==> config.mk <==
export PLATFORM = sky130hd
export DESIGN_NAME = freq_ratio_detect
export DESIGN_NICKNAME = d
export VERILOG_FILES = /design/src/rtl/freq_det_pkg.sv /design/src/rtl/freq_edge_sync.sv /design/src/rtl/freq_ratio_detect.sv
export SDC_FILE = /design/constraint.sdc
export NUM_CORES = 1
export LEC_CHECK = 0
export CORE_ASPECT_RATIO = 0.5
export CORE_UTILIZATION = 50
export DETAILED_ROUTE_END_ITERATION = 16
export GPL_ROUTABILITY_DRIVEN = 0
export PLACE_DENSITY = 0.79
export SYNTH_ARGS = -nofsm -noshare
export SYNTH_HDL_FRONTEND = slang
export SYNTH_SLANG_ARGS = --single-unit
==> constraint.sdc <==
create_clock -name clk -period 2.6 [get_ports clk]
set_input_delay 0.52 -clock clk [delete_from_list [all_inputs] [get_ports clk]]
set_output_delay 0.52 -clock clk [all_outputs]
set_load 0.005 [all_outputs]
==> src/rtl/freq_det_pkg.sv <==
// -----------------------------------------------------------------------------
// freq_det_pkg
// Shared definitions for the divided-clock ratio detector: the measurement FSM
// state type and the default counter width / lock depth used by
// freq_ratio_detect.
// -----------------------------------------------------------------------------
package freq_det_pkg;

   localparam int DEF_CNT_W    = 8;  // period / high-time counter width
   localparam int DEF_LOCK_CNT = 2;  // consecutive equal periods needed for lock

   typedef enum logic [1:0] {
      ST_IDLE    = 2'd0,  // waiting for the first rising edge of div_in
      ST_MEASURE = 2'd1,  // measuring periods, not yet locked
      ST_LOCKED  = 2'd2   // LOCK_CNT consecutive equal periods observed
   } state_t;

endpackage

==> src/rtl/freq_edge_sync.sv <==
// -----------------------------------------------------------------------------
// freq_edge_sync
// Samples the divided clock and flags its rising edges in the clk domain.
//
// Build option FREQ_DET_SYNC_EN:
//   defined   - div_in passes through a 2-flop synchronizer first (adds two
//               cycles of latency, measured periods are unaffected).
//   undefined - div_in must already be synchronous to clk; only the
//               edge-detect flop samples it.
//
// Ports
//   clk    in  base clock, rising edge
//   reset  in  asynchronous, active-low reset
//   din    in  divided clock under measurement
//   lvl    out sampled level of din used by the measurement logic
//   rise   out high in the cycle where lvl=1 and the previous sample was 0
// -----------------------------------------------------------------------------
module freq_edge_sync (
   input  logic clk,
   input  logic reset,
   input  logic din,
   output logic lvl,
   output logic rise
);

   logic prev_q, prev_d;

`ifdef FREQ_DET_SYNC_EN
   logic meta_q, meta_d;
   logic sync_q, sync_d;

   always_comb begin
      meta_d = din;
      sync_d = meta_q;
   end

   always_ff @(posedge clk or negedge reset) begin
      if (!reset) begin
         meta_q <= 1'b0;
         sync_q <= 1'b0;
      end else begin
         meta_q <= meta_d;
         sync_q <= sync_d;
      end
   end

   assign lvl = sync_q;
`else
   assign lvl = din;
`endif

   always_comb prev_d = lvl;

   always_ff @(posedge clk or negedge reset) begin
      if (!reset) prev_q <= 1'b0;
      else        prev_q <= prev_d;
   end

   assign rise = lvl & ~prev_q;

endmodule

==> src/rtl/freq_ratio_detect.sv <==
// -----------------------------------------------------------------------------
// freq_ratio_detect
// Measures the period and high time of a divided clock (div_in) in base-clock
// cycles and declares lock after LOCK_CNT consecutive equal periods.
// Build option FREQ_DET_SYNC_EN adds a 2-flop input synchronizer (see
// freq_edge_sync).
//
// Parameters
//   CNT_W     counter width, 4..16
//   LOCK_CNT  consecutive matching periods for lock, 1..7
//
// Ports
//   clk           in  base clock, rising edge
//   reset         in  asynchronous, active-low reset
//   enable        in  measurement enable
//   div_in        in  divided clock under measurement
//   period        out clk cycles between the last two rises of div_in
//   high_time     out clk cycles div_in was high within that period
//   period_valid  out one-cycle pulse when period/high_time update
//   locked        out lock indication
//   overflow      out one-cycle pulse when the period counter saturates
//   mismatch      out one-cycle pulse on a changed period while locked
// -----------------------------------------------------------------------------
module freq_ratio_detect
   import freq_det_pkg::*;
#(
   parameter int CNT_W    = DEF_CNT_W,
   parameter int LOCK_CNT = DEF_LOCK_CNT
) (
   input  logic             clk,
   input  logic             reset,
   input  logic             enable,
   input  logic             div_in,
   output logic [CNT_W-1:0] period,
   output logic [CNT_W-1:0] high_time,
   output logic             period_valid,
   output logic             locked,
   output logic             overflow,
   output logic             mismatch
);

   localparam logic [CNT_W-1:0] CNT_MAX  = '1;
   localparam logic [CNT_W-1:0] CNT_ONE  = CNT_W'(1);
   localparam logic [2:0]       LOCK_TGT = 3'(LOCK_CNT);

   logic lvl, rise;

   state_t           state_q,  state_d;
   logic [CNT_W-1:0] cnt_q,    cnt_d;
   logic [CNT_W-1:0] hcnt_q,   hcnt_d;
   logic [CNT_W-1:0] period_q, period_d;
   logic [CNT_W-1:0] high_q,   high_d;
   logic [2:0]       match_q,  match_d;
   logic             first_q,  first_d;
   logic             pv_q,     pv_d;
   logic             locked_q, locked_d;
   logic             ovf_q,    ovf_d;
   logic             mis_q,    mis_d;

   freq_edge_sync u_edge (
      .clk   (clk),
      .reset (reset),
      .din   (div_in),
      .lvl   (lvl),
      .rise  (rise)
   );

   always_comb begin
      state_d  = state_q;
      cnt_d    = cnt_q;
      hcnt_d   = hcnt_q;
      period_d = period_q;
      high_d   = high_q;
      match_d  = match_q;
      first_d  = first_q;
      locked_d = locked_q;
      pv_d     = 1'b0;
      ovf_d    = 1'b0;
      mis_d    = 1'b0;

      // Free-running saturating counters, restarted by every rise.
      if (rise) begin
         cnt_d  = CNT_ONE;
         hcnt_d = CNT_ONE;
      end else begin
         if (cnt_q != CNT_MAX)          cnt_d  = cnt_q + CNT_ONE;
         if (lvl && hcnt_q != CNT_MAX)  hcnt_d = hcnt_q + CNT_ONE;
      end

      if (!enable) begin
         state_d  = ST_IDLE;
         locked_d = 1'b0;
         match_d  = '0;
         first_d  = 1'b0;
         cnt_d    = '0;
         hcnt_d   = '0;
      end else begin
         case (state_q)
            ST_IDLE: begin
               // First rise only opens a measurement window.
               if (rise) begin
                  state_d = ST_MEASURE;
                  first_d = 1'b1;
               end
            end
            ST_MEASURE, ST_LOCKED: begin
               if (rise) begin
                  // A rise on the saturation cycle still measures normally.
                  period_d = cnt_q;
                  high_d   = hcnt_q;
                  pv_d     = 1'b1;
                  first_d  = 1'b0;
                  // The stored period is stale on the first window after IDLE.
                  if (!first_q && cnt_q == period_q) begin
                     if (match_q != LOCK_TGT) match_d = match_q + 3'd1;
                  end else begin
                     match_d = '0;
                     if (state_q == ST_LOCKED) begin
                        mis_d    = 1'b1;
                        locked_d = 1'b0;
                        state_d  = ST_MEASURE;
                     end
                  end
               end else if (cnt_q == CNT_MAX) begin
                  ovf_d    = 1'b1;
                  locked_d = 1'b0;
                  match_d  = '0;
                  first_d  = 1'b0;
                  state_d  = ST_IDLE;
               end else if (state_q == ST_MEASURE && match_q == LOCK_TGT) begin
                  // Lock is declared the cycle after the qualifying period_valid.
                  state_d  = ST_LOCKED;
                  locked_d = 1'b1;
               end
            end
            default: state_d = ST_IDLE;
         endcase
      end
   end

   always_ff @(posedge clk or negedge reset) begin
      if (!reset) begin
         state_q  <= ST_IDLE;
         cnt_q    <= '0;
         hcnt_q   <= '0;
         period_q <= '0;
         high_q   <= '0;
         match_q  <= '0;
         first_q  <= 1'b0;
         pv_q     <= 1'b0;
         locked_q <= 1'b0;
         ovf_q    <= 1'b0;
         mis_q    <= 1'b0;
      end else begin
         state_q  <= state_d;
         cnt_q    <= cnt_d;
         hcnt_q   <= hcnt_d;
         period_q <= period_d;
         high_q   <= high_d;
         match_q  <= match_d;
         first_q  <= first_d;
         pv_q     <= pv_d;
         locked_q <= locked_d;
         ovf_q    <= ovf_d;
         mis_q    <= mis_d;
      end
   end

   assign period       = period_q;
   assign high_time    = high_q;
   assign period_valid = pv_q;
   assign locked       = locked_q;
   assign overflow     = ovf_q;
   assign mismatch     = mis_q;

endmodule

==> results_dict.tcl <==
set metrics [dict create \
    slowest_stage "dfrtp_1" \
    cts_max_path_buffers 2 \
    required_ns 2.78 \
    clkPwrFrac_pct 24.8 \
    grt-ovfl-total 0 \
    vias 1694 \
    cts_tree "yes" \
    htree_levels 2 \
    clock_latency_ns 0.30 \
    syn_avg_cell_area_sq_um 9.31 \
    worst_setup_path_start_kind "register" \
    synth.top_cell.area_share_pct 50.1 \
    rows 16 \
    r2r_cells 8 \
    final_cells 314 \
    final_util_pct 63.5 \
    p_sw_uw 549 \
    clk_pin_slew_worst_paths_ns 0.08 \
    synth_cell_types 38 \
    die_y_um 48.4 \
    cts.repair.resized 0 \
    numCtsBuffers 5 \
    antenna_cells 0 \
    die_x_um 94.7 \
    postCtsSetupBuffers 0 \
    end_kind "register" \
    final_max_slew_viol_count 0 \
    power_frac_comb_pct 28.9 \
    switching_share_pct 32.0 \
    syn_area_sq_um 2150 \
    power_mw 1.72 \
    rrSetupSlack_ns 0.42 \
    synth_flop_cell "dfrtp_1" \
    grt_usage_pct 21.3 \
    power_density_nw_per_um2 675 \
    hold_ws_ns 0.356 \
    async_reset_ff_share_pct 100 \
    post-dp-hpwl_um 3000 \
    grt_pass1_vias 1646 \
    synthesis.nets 244 \
    firstDrtPassIters 4 \
    wl_per_cell_um 13.6 \
    dp_slack_ns 0.271 \
    grt_setup_unrepaired "false" \
    max_freq_mhz 458 \
    worstPathCellList "inv_1 -> ha_1 -> and4_2 -> a221oi_1 -> buf_4 -> nor4b_1 -> o211ai_1 -> nand2_1" \
    arrival_ns 2.37 \
    clock-root-buffer "clkbuf_8" \
    path_max_fanout 8 \
    clock-sinks 43 \
    synth_edf_count 0 \
    dpl-instance-area_sq_um 2450 \
    start_util_pct 53.7 \
    cap_violations 0 \
    ys_seq_area_share_pct 50.1 \
    hold_viol 0 \
    crit_type "register to register" \
    cp_slowest_stage_delay_ns 0.42 \
    drc 0 \
    hold_path_class "primary input to async pin" \
    outcome "finished, final reports clean" \
    power_frac_seq_pct 46.4 \
    synth_warnings 0 \
    nets 273 \
    dieArea_sq_um 4580 \
    reg2reg_from "state_q[0]" \
    nFillCells 334 \
    worst_slack_ns 0.416 \
    ioPinCount 24 \
    worst_pin_slew_ns 0.933 \
    synth_cells 231 \
    drt_iter0_markers 99 \
    finClkSkew_ns 0.00313 \
    drive_above_1_share_pct 6.92 \
    grt_pass1_wl_um 7420 \
    r2r-end "match_q[2]" \
    seqCellArea_sq_um 1080 \
    period_minus_slack_ns 2.18 \
    grt_max_degree 44 \
    vdd_drop_max_mv 0.284 \
    synth.cells.most_frequent "nand2_1 (63), dfrtp_1 (43), nor2_1 (19), a21oi_1 (11), xnor2_1 (10)" \
    ys_top_cells_by_area "dfrtp_1 (50%), nand2_1 (11%), ha_1 (5.2%)" \
    slew-limit-headroom_pct 37.8 \
    vias_per_cell 5.39 \
    hold_buffers 0 \
    tns_ns 0 \
    setup_viol 0 \
    multiInputGateArea_sq_um 1020 \
    area_growth_pct 18.2 \
    antenna_found_initial 0 \
    wirelength_um 4270 \
    synth_seq_cells 43 \
    portBuffers 23 \
    p_int_mw 1.17 \
    placed_cells 307 \
    yosysMostFrequentCell "nand2_1" \
    design_area_sq_um 2540 \
    ant_nets 0 \
    core_sq_um 4000 \
    finalCritPeriodShare_pct 84.0 \
    power_leakage_nw 1.18 \
    yosysTopAreaCell "dfrtp_1" \
]
power by group through the flow:
stage | clock network, mW | registers, mW | logic [mW]
6_report | 0.425 | 0.795 | 0.495
5_1_grt | 0.461 | 0.807 | 0.552
4_1_cts | 0.440 | 0.795 | 0.491
3_5_place_dp | 0 | 0.810 | 0.487
3_3_place_gp | 0 | 0.806 | 0.474
2_1_floorplan | 0 | 0.802 | 0.310
worst max path at each step:
stage / cells past startpoint / slack [ns] / start / endpoint
final: 8 / 0.42 / state_q[0] / match_q[2]
after global routing: 6 / 0.33 / div_in / match_q[1]
after CTS: 8 / 0.48 / state_q[0] / match_q[2]
after detailed placement: 6 / 0.27 / div_in / state_q[0]
after global placement: 6 / 0.32 / div_in / locked
after floorplan: 8 / 0.51 / state_q[0] / match_q[2]
per-layer routing:
metal	track usage (%)	part of all wire, %	vias to the layer above
met5	0	0	-
met4	8.84	1.7	0
met3	4.40	3.8	7
met2	33.0	46	40
met1	29.4	49	810
li1	-	-	837
sequential cells by signal (all words and copies together) (netlist names):
register       count
mismatch           1
overflow           1
cnt_q              8
match_q            3
locked             1
period             8
first_q            1
high_time          8
u_edge.prev_q      1
period_valid       1
hcnt_q             8
state_q            2
logic make-up (layout without fill, tap and decap cells):
family                     Yosys count  in the layout  synth area share (%)
muxes                                4              4                  1.98
and+or+nand+nor                    116            116                  24.4
AOI/OAI and AO/OA                   32             32                  10.3
DFF                                 43             43                  50.1
xor gates and xnor gates            14             14                  5.70
adders and majority gates            9              9                  5.24
buffers and inverters               13             42                  2.27
cell type report:
cell class | instances | area share (%)
flip-flops and latches | 43 | 42.3
multi-input cells | 175 | 40.3
repair buffers | 27 | 10.0
clock buffers | 6 | 3.25
well taps | 54 | 2.66
inverters | 8 | 1.18
clock inverters | 1 | 0.197
worst max-delay path, delay by kind of cell (launching register included):
family	cells	cell delay, ns
compound gates	2	0.54
fa+ha+maj	1	0.41
buf+inv	2	0.31
flops	1	0.42
simple gates	3	0.40
cell usage in the layout (no fill, tap or decap), drive strengths merged, types with 2 or more instances in the layout:
cell type      Yosys  layout
nand2             63      63
a211oi             5       5
and3               2       2
nand4              2       2
mux2               2       2
clkinv             1       2
dfrtp             43      43
nand3              9       9
clkbuf             5       6
and2               2       2
xnor2             10      10
buf                0       5
xor2               4       4
inv                7       7
clkdlybuf4s50      0      22
a21oi             11      11
mux2i              2       2
a311oi             2       2
nor3               7       7
nor2b              5       5
o21ai              4       4
and4               2       2
o211ai             3       3
ha                 9       9
nand2b             2       2
nor2              19      19
No activity file was read; power rests on OpenSTA's default activity.
